<file path="src/rtl/instruction_fetch.sv">
// Instruction fetch unit.
// Walks a PC through a combinational ROM, delivering one 32-bit word per
// cycle through a valid/ready handshake. An all-zero word stops fetch until
// a redirect arrives. A redirect flushes any pending word and restarts
// fetch at the word-aligned target.
module instruction_fetch #(
  parameter logic [31:0] RESET_PC = 32'h00000000,
  parameter int          PC_STEP  = 4
) (
  input  logic        clock,
  input  logic        reset_n,
  output logic [31:0] rom_address,
  output logic        rom_chip_select,
  output logic        rom_output_enable,
  input  logic [63:0] rom_data,
  output logic [31:0] instr,
  output logic [31:0] instr_pc,
  output logic        instr_valid,
  input  logic        instr_ready,
  input  logic        redirect,
  input  logic [31:0] redirect_target,
  output logic        halted
);

  typedef enum logic [1:0] {
    IDLE   = 2'd0,
    FETCH  = 2'd1,
    STALL  = 2'd2,
    HALTED = 2'd3
  } state_t;

  localparam logic [31:0] PC_STEP_W = 32'(PC_STEP);

  state_t      state_r, state_next_s;
  logic [31:0] pc_r, pc_next_s;
  logic [31:0] instr_r, instr_next_s;
  logic [31:0] instr_pc_r, instr_pc_next_s;
  logic        instr_valid_r, instr_valid_next_s;
  logic        halted_r, halted_next_s;
  logic        rom_en_r;
  logic        transfer_s;
  logic [31:0] target_aligned_s;
  logic [31:0] rom_word_s;
  logic [33:0] unused_bits_s;

  // The upper ROM half and the low target bits never affect fetch.
  assign unused_bits_s    = {rom_data[63:32], redirect_target[1:0]};
  assign rom_word_s       = rom_data[31:0];
  assign target_aligned_s = {redirect_target[31:2], 2'b00};
  assign transfer_s       = instr_valid_r & instr_ready;

  assign rom_address       = pc_r;
  assign rom_chip_select   = rom_en_r;
  assign rom_output_enable = rom_en_r;
  assign instr             = instr_r;
  assign instr_pc          = instr_pc_r;
  assign instr_valid       = instr_valid_r;
  assign halted            = halted_r;

  // Next-state and datapath decisions for the fetch FSM.
  always_comb begin
    state_next_s       = state_r;
    pc_next_s          = pc_r;
    instr_next_s       = instr_r;
    instr_pc_next_s    = instr_pc_r;
    instr_valid_next_s = transfer_s ? 1'b0 : instr_valid_r;
    halted_next_s      = halted_r;

    case (state_r)
      IDLE: begin
        // Nothing is captured here; a redirect only seeds the PC.
        state_next_s = FETCH;
        if (redirect) begin
          pc_next_s = target_aligned_s;
        end else begin
          pc_next_s = pc_r;
        end
      end

      FETCH: begin
        if (redirect) begin
          pc_next_s          = target_aligned_s;
          instr_valid_next_s = 1'b0;
          halted_next_s      = 1'b0;
          state_next_s       = FETCH;
        end else if (!instr_valid_r || instr_ready) begin
          if (rom_word_s != 32'h00000000) begin
            instr_next_s       = rom_word_s;
            instr_pc_next_s    = pc_r;
            instr_valid_next_s = 1'b1;
            pc_next_s          = pc_r + PC_STEP_W;
            state_next_s       = FETCH;
          end else begin
            // Zero word is the stop marker: not delivered, PC parked on it.
            halted_next_s = 1'b1;
            state_next_s  = HALTED;
          end
        end else begin
          state_next_s = STALL;
        end
      end

      STALL: begin
        if (redirect) begin
          pc_next_s          = target_aligned_s;
          instr_valid_next_s = 1'b0;
          halted_next_s      = 1'b0;
          state_next_s       = FETCH;
        end else if (instr_ready) begin
          // Consumer took the word; one bubble before the next fetch.
          instr_valid_next_s = 1'b0;
          state_next_s       = FETCH;
        end else begin
          state_next_s = STALL;
        end
      end

      HALTED: begin
        if (redirect) begin
          pc_next_s          = target_aligned_s;
          instr_valid_next_s = 1'b0;
          halted_next_s      = 1'b0;
          state_next_s       = FETCH;
        end else begin
          state_next_s = HALTED;
        end
      end

      default: begin
        state_next_s       = IDLE;
        instr_valid_next_s = 1'b0;
        halted_next_s      = 1'b0;
      end
    endcase
  end

  // State, PC and instruction holding registers.
  always_ff @(posedge clock or negedge reset_n) begin
    if (!reset_n) begin
      state_r       <= IDLE;
      pc_r          <= RESET_PC;
      instr_r       <= 32'h00000000;
      instr_pc_r    <= 32'h00000000;
      instr_valid_r <= 1'b0;
      halted_r      <= 1'b0;
      rom_en_r      <= 1'b0;
    end else begin
      state_r       <= state_next_s;
      pc_r          <= pc_next_s;
      instr_r       <= instr_next_s;
      instr_pc_r    <= instr_pc_next_s;
      instr_valid_r <= instr_valid_next_s;
      halted_r      <= halted_next_s;
      rom_en_r      <= (state_next_s == FETCH);
    end
  end

endmodule

</file>
<file path="config.mk">
export PLATFORM = sky130hd
export DESIGN_NAME = instruction_fetch
export DESIGN_NICKNAME = d
export VERILOG_FILES = /design/src/rtl/instruction_fetch.sv
export SDC_FILE = /design/constraint.sdc
export NUM_CORES = 1
export LEC_CHECK = 0
export ABC_CLOCK_PERIOD_IN_PS = 1880
export CAP_MARGIN = 30
export CORE_ASPECT_RATIO = 1.1
export CORE_MARGIN = 1.5
export CORE_UTILIZATION = 38
export CTS_CLUSTER_DIAMETER = 80
export DETAILED_ROUTE_END_ITERATION = 10
export GPL_TIMING_DRIVEN = 0
export HOLD_SLACK_MARGIN = 0.1
export PLACE_DENSITY = 0.76
export SYNTH_ARGS = -nofsm -noshare
export SYNTH_HDL_FRONTEND = slang
export SYNTH_SLANG_ARGS = --single-unit
</file>
<file path="constraint.sdc">
create_clock -name clock -period 1.88 [get_ports clock]
set_input_delay 0.282 -clock clock [delete_from_list [all_inputs] [get_ports clock]]
set_output_delay 0.282 -clock clock [all_outputs]
set_load 0.02 [all_outputs]
</file>
# Word level (Yosys, flattened, before mapping)
# Cells that the tools add are included.
[totals]
output_inout_bits = 100
reg_bits = 101
in_bits = 100
elab_cells = 54
[op_classes]
muxes = 25
n_reduce_logical = 10
n_addsub = 1
eq_ne = 9
bitwise_logic = 2
[op_table]
columns = ["op", "n"]
rows = [
  ["32-bit 2-to-1 mux", 4],
  ["32-bit case mux with 2 select lines", 1],
  ["32-bit by 3-bit adder with 32-bit output, second input constant", 1],
  ["32-bit nonzero test", 1],
  ["2-bit 2-to-1 mux", 6],
  ["1-bit 2-to-1 mux", 11],
  ["3-bit != test, second input constant", 3],
  ["2-bit case mux with 4 select lines", 1],
  ["4-bit AND reduction", 2],
  ["2-bit by 1-bit == test with 1-bit output, second input constant", 2],
  ["2-bit == test, second input constant", 2],
  ["2-bit by 1-bit != test with 1-bit output, second input constant", 2],
  ["1-bit case mux with 3 select lines", 1],
  ["3-bit AND reduction", 1],
  ["3-bit OR reduction", 1],
  ["2-bit logical NOT", 1],
  ["1-bit case mux with 2 select lines", 1],
  ["2-bit nonzero test", 1],
  ["2-bit OR reduction", 1],
  ["1-bit AND", 1],
  ["1-bit logical NOT", 1],
  ["1-bit logical OR", 1],
  ["1-bit NOT", 1],
]

# Longest topological paths before layout
# Gate-level depths: netlist of the first run.
[logic_depth]
depth_word = 6
ltp_mapped = 9
depth_no_buf = 6

# Least setup slack after synthesis of the first run
# OpenSTA, ideal clock, no wires.
[synth_timing]
path_type = "register -> register"
startpoint = "register pc_r[8], in the netlist rom_address[8]"
endpoint = "register pc_r[21], in the netlist rom_address[21]"
setup_time_ns = 0.124
synth_period_minus_slack_ns = 2.031
path_slack_ns = -0.151
path_buffers = 1
t_arrival_ns = 1.908
stages_incl_launch_ff = 7
cell_sequence = "dfrtp_1 buf_2 nand4_2 or4_4 nor2_4 a41oi_1 a211o_1"
[synth_via]
elab_chain_len = 5
[synth_lines]
columns = ["element", "line", "source"]
rows = [
  ["start, declared", "35", "logic [31:0] pc_r, pc_next_s;"],
  ["start signal, assigned", "149", "pc_r <= pc_next_s;"],
  ["32-bit by 3-bit adder with 32-bit output", "91", "pc_next_s = pc_r + PC_STEP_W;"],
  ["32-bit 2-to-1 mux", "87", "if (rom_word_s != 32'h00000000) begin"],
  ["32-bit 2-to-1 mux", "86", "end else if (!instr_valid_r || instr_ready) begin"],
  ["32-bit 2-to-1 mux", "81", "if (redirect) begin"],
  ["32-bit case mux with 2 select lines", "69", "case (state_r)"],
]
# Every way passes these cells. The select of a mux whose other input is x is not followed.
# A chain may end at the register's enable or synchronous reset.

# Final worst setup path of the first run
# Same ends and word-level chain as after synthesis.

==> out/results.tsv, run 1 <==
metric	value	unit
status	finished, final reports clean	
synth_fa_ha_area_share	0.2736	%
die_h	118.1	um
synth_edf_count	0	
grt_pass1_vias	4368	
cp-end-kind	flop	
r2r_end	rom_address[21]$_DFFE_PN0P_	
port_buffers	160	
drc	0	
postRouteAntennaNets	0	
start_util	39.45	%
fin_nets	712	
grt-ovfl-total	0	
finalCriticalPeriod	1874	ps
firstDrtPassIters	5	
r2r_slack	6	ps
place_area	0.006424	mm^2
grt_max_degree	55	
wl_per_cell	19.25	um
max-slew-margin-rel	59.19	%
instances_no_fill	766	
synth_seq_cells	97	
num_rows	41	
r2r_cells	6	
hold_depth	2	
syn-cell-area	0.004573	mm^2
syn_to_final_growth	59.12	%
drive_gt1_share	28.25	%
setup_viol	0	
htree_levels	3	
crit_fanout	6	
dieArea	0.01270	mm^2
min_path_type	in2reg	
clk_latency	350	ps
final_area	0.007277	mm^2
p_leak	3.008	nW
vias	4337	
synthMuxAreaShare	14.01	%
place.gp.congestion	0.8632	
crit_type	reg2reg	
vdd_drop_max	478.1	uV
via_per_inst	5.662	
final_cell_mix	132 x clkdlybuf4s50_1, 85 x dfrtp_1, 56 x mux2_2, 29 x buf_4, 28 x nand2_1	
drv_cap	0	
synth.distinct_cells	60	
synth_area_per_cell	11.10	um^2
fp.coreArea	0.01159	mm^2
die_w	107.6	um
synth_top_family_by_area	simple AND/OR/NAND/NOR gates	
grt_pass1_wl	22560	um
synth_xor_area_share	0	%
synth-async-reset-ratio	100.0	%
worst_slew_pin_slew	612.1	ps
layout_commonest_cell	clkdlybuf4s50_1	
min_from	rom_data[22]	
antenna_found_initial	0	
clock.fmax	0.5335	GHz
post-dp-hpwl	10230	um
hold_end	instr[22]$_DFFE_PN0P_	
final.setup.tns	0	ps
clockRootBuffer	clkbuf_16	
utilization	62.77	%
dpl.cell_count	726	
crit_slowest_cell	or4_4	
cts.path.max_buffers	2	
timing.hold.ws	240.5	ps
hold_violations	0	
yosys_warnings	0	
timing.critical_path.buf_inv	1	
crit_family	simple AND/OR/NAND/NOR gates	
netlist_instances	412	
ys.flop_type	dfrtp_1	
synth-compound-area-share	13.93	%
io_pins	200	
cpPeakStageDelay	610	ps
reg2reg_from	rom_address[8]$_DFFE_PN0P_	
skew	14.74	ps
cts_buffers	9	
path_cells	buf_6 > nand4_4 > or4_4 > nor2_4 > a41oi_2 > a211o_1	
antenna_cells	0	
synth-simple-area-share	14.61	%
clock_sinks	97	
routed_wl	14750	um
grt.total_usage	22.89	%
drtIter0Drc	282	
slew_violations	0	
powerDensity	1066	mW/mm^2
synth-seq-area-share	53.08	%
fin_crit_sh	99.71	%
worstPathArrival	2100	ps
clk_pin_slew	70	ps
cts_tree	built	
start_kind	flop	
required	2110	ps
routing by layer:
metal  global-route usage [%]  wire length (um)  vias up  share of wire [%]
met3                    7.807              1549       31                 11
li1                         -                 -     1947                  -
met2                    38.69              7344      256                 50
met4                    9.375               431        0                2.9
met1                    26.25              5423     2103                 37
met5                        0                 0        -                  0
worst register-to-register path, cell delays in order (launching register included):
cell and delay (ps):
dfrtp_2 360, buf_6 130, nand4_4 80, or4_4 610
nor2_4 210, a41oi_2 130, a211o_1 240
final cells by class:
type / count / area (um^2)
clock buffers: 11 / 232.7
plain buffers: 26 / 195.2
fillers: 963 / 4317
repair buffers: 188 / 1858
clock inverters: 5 / 80.08
flip-flops and latches: 97 / 2442
multi-input cells: 281 / 2251
well taps: 150 / 187.7
inverters: 8 / 30.03
flip-flops by register name (all words and copies together), names as in the netlist:
register	cells
instr	32
instr_pc	30
rom_address	30
state_r	2
halted	1
instr_valid	1
rom_chip_select	1
report_power, final:
part / switching (W) / internal [W] / leakage (nW)
registers: 0.000369 / 0.00255 / 1.12
logic: 0.00142 / 0.00147 / 1.74
clock network: 0.000789 / 0.00117 / 0.146
total: 0.00258 / 0.00518 / 3.01
cell families after synthesis:
group,after synthesis
buf+inv,38
mux,57
simple gates,125
compound gates,93
other cells,1
fa+ha+maj,1
flops,97
synth_stat cells (2+ instances only):
cell type | count | area (um^2)
a221o_1 | 3 | 30.03
nand4_1 | 12 | 75.07
dfrtp_1 | 97 | 2427
nor3_1 | 10 | 50.05
o22ai_1 | 3 | 18.77
buf_4 | 5 | 37.54
a31oi_1 | 6 | 37.54
o21ai_0 | 22 | 110.1
mux2_2 | 56 | 630.6
o21a_1 | 3 | 22.52
o32a_1 | 2 | 20.02
nand2_1 | 30 | 112.6
buf_2 | 11 | 55.05
clkbuf_1 | 12 | 45.04
nand3_1 | 18 | 90.09
a211o_1 | 2 | 17.52
and4_1 | 2 | 17.52
inv_1 | 7 | 26.28
nand2b_1 | 2 | 12.51
o32ai_1 | 2 | 17.52
nor4_2 | 2 | 25.02
a311oi_1 | 8 | 70.07
a21o_1 | 3 | 22.52
and3_1 | 8 | 50.05
a21oi_1 | 17 | 85.08
nor4_1 | 11 | 68.82
a22oi_1 | 2 | 15.01
a211oi_1 | 5 | 37.54
nor2_1 | 20 | 75.07
timing repair:
action,CTS,global route
pin swaps,13,19
endpoints found under the hold margin,43,0
hold buffers,1,0
endpoints found under the setup margin,92,88
cloned,2,0
setup buffers,7,18
resized for setup,65,43
metrics by stage:
| step | power (W) | worst slack, ps |
|---|---|---|
| 2_1_floorplan | 0.004202 | -17.38 |
| 3_3_place_gp | 0.005520 | -3490 |
| 3_5_place_dp | 0.005594 | -1016 |
| 4_1_cts | 0.007637 | -17.52 |
| 5_1_grt | 0.008115 | -47.41 |
| 6_report | 0.007754 | 5.544 |
worst max-delay path by stage:
| stage | startpoint | to | slack, ps | cells after the start |
|---|---|---|---|---|
| after floorplan | rom_address[5]$_DFFE_PN0P_ | rom_address[21]$_DFFE_PN0P_ | -20 | 5 |
| after global placement | reset_n | rom_address[3]$_DFFE_PN0P_ | -3490 | 1 |
| after detailed placement | rom_data[1] | rom_address[3]$_DFFE_PN0P_ | -1020 | 7 |
| after CTS | rom_address[13]$_DFFE_PN0P_ | rom_address[21]$_DFFE_PN0P_ | -20 | 5 |
| after global routing | rom_data[6] | rom_address[21]$_DFFE_PN0P_ | -50 | 10 |
| final | rom_address[8]$_DFFE_PN0P_ | rom_address[21]$_DFFE_PN0P_ | 6 | 6 |
No activity file was read; power rests on OpenSTA's default activity.
==> run 2: changes to the inputs <==
- ABC_CLOCK_PERIOD_IN_PS: 1880 -> 1600
- CTS_CLUSTER_DIAMETER: 80 -> unset
- clock period: 1.88 -> 1.6 ns (I/O delays scaled with it)
==> out/results.tsv, run 2 (synthesized netlist as in run 1, its figures left out) <==
metric	value	unit
p_total	0.009989	W
worstPathArrival	2180	ps
drc	0	
htree_levels	3	
final_cell_mix	83 x clkdlybuf4s50_1, 76 x dfrtp_1, 54 x buf_4, 51 x mux2_4	
firstDrtPassIters	5	
required	1830	ps
layout_commonest_cell	clkdlybuf4s50_1	
min_path_type	in2reg	
crit_slowest_cell	or4_4	
p_leak	3.827	nW
die_w	107.6	um
crit_fanout	6	
clockRootBuffer	clkbuf_16	
fin_nets	766	
crit_type	reg2reg	
die_h	118.1	um
clk_pin_slew	70	ps
antenna_cells	0	
cts_buffers	9	
finalCriticalPeriod	1951	ps
hold_violations	0	
grt-ovfl-total	0	
place.gp.congestion	0.8750	
antenna_found_initial	0	
setup_viol	92	
largest_register_ffs	32	
post-dp-hpwl	10380	um
routed_wl	18850	um
dr_wl_met3	1599	um
wl_met1	7304	um
max-slew-margin-rel	36.39	%
drv_cap	0	
drive_gt1_share	46.57	%
utilization	73.55	%
final_area	0.008527	mm^2
cts.path.max_buffers	2	
port_buffers	160	
cts_tree	built	
wl_met2	9056	um
start_kind	flop	
rsz0062_at_grt	true	
final.setup.tns	-15030	ps
fp.coreArea	0.01159	mm^2
via_per_inst	5.939	
vdd_drop_max	705.5	uV
grt_pass1_vias	4887	
grt.total_usage	26.51	%
postRouteAntennaNets	0	
worst_slew_pin_slew	954.2	ps
clock_sinks	97	
vias	4870	
clock.fmax	0.5126	GHz
dieArea	0.01270	mm^2
wl_per_cell	22.99	um
drtIter0Drc	424	
powerDensity	1171	mW/mm^2
syn_to_final_growth	86.46	%
violations	setup timing	
status	complete, but fails checks	
grt_max_degree	59	
path_cells	nand2_2 > or4_4 > nor2_4 > a41oi_2 > a211o_1	
top_layer_used	met4	
fin_crit_sh	121.9	%
cp-end-kind	flop	
slew_violations	0	
setup_ws	-350.8	ps
start_util	39.45	%
clk_latency	350	ps
num_rows	41	
io_pins	200	
cpPeakStageDelay	620	ps
place_area	0.006860	mm^2
grt_pass1_wl	26210	um
skew	9.025	ps
-- run 2: routing by layer --
metal	vias up	GRT usage [%]
met5	-	0
met3	90	5.648
li1	2054	-
met2	342	43.79
met1	2384	33.33
met4	0	11.27
-- run 2: final cells by class --
class	instances	area (um^2)
plain buffers	28	384.1
clock buffers	14	264.0
clock inverters	2	37.54
fillers	703	3067
inverters	8	30.03
multi-input cells	280	2768
flip-flops and latches	97	2454
well taps	150	187.7
repair buffers	241	2402
-- run 2: final timing paths --
check | end | cells past startpoint | slack [ps] | startpoint
max | rom_address[21]$_DFFE_PN0P_ | 5 | -350 | rom_address[13]$_DFFE_PN0P_
min | instr[22]$_DFFE_PN0P_ | 2 | 130 | rom_data[22]
max reg2reg | rom_address[21]$_DFFE_PN0P_ | 5 | -350 | rom_address[13]$_DFFE_PN0P_
min reg2reg | instr_pc[26]$_DFFE_PN0P_ | 2 | 500 | instr_pc[26]$_DFFE_PN0P_
max in group asynchronous | rom_address[19]$_DFFE_PN0P_ | 3 | 360 | reset_n
min in group asynchronous | rom_address[3]$_DFFE_PN0P_ | 2 | 520 | reset_n
-- run 2: critical path: cells and delay by family, from the launching register on --
kind             cells  cell delay [ps]
AND/OR/NAND/NOR      3             1020
AO/OA/AOI/OAI        2              410
flip-flops           1              390
-- run 2: metrics by stage --
step / hold WS (ps) / instances / setup slack, ps
2_1_floorplan: -55.59 / 415 / -185.9
3_3_place_gp: 467.0 / 725 / -3761
3_5_place_dp: 357.0 / 726 / -1133
4_1_cts: 123.4 / 797 / -279.8
5_1_grt: 127.6 / 820 / -387.1
6_report: 133.5 / 820 / -350.8
-- run 2: what timing repair did --
action                                  CTS  global route
endpoints found under the hold margin    57             0
cloned                                    3             9
pin swaps                                41            48
endpoints found under the setup margin  125           104
setup buffers                            51            18
resized for setup                       241            87
hold buffers                              1             0
-- run 2: power breakdown --
part | internal, W | leakage, nW | switching, W | total (W)
clock network | 0.00130 | 0.143 | 0.000936 | 0.00224
logic | 0.00227 | 2.58 | 0.00203 | 0.00430
registers | 0.00300 | 1.11 | 0.000453 | 0.00345
total | 0.00657 | 3.83 | 0.00342 | 0.00999
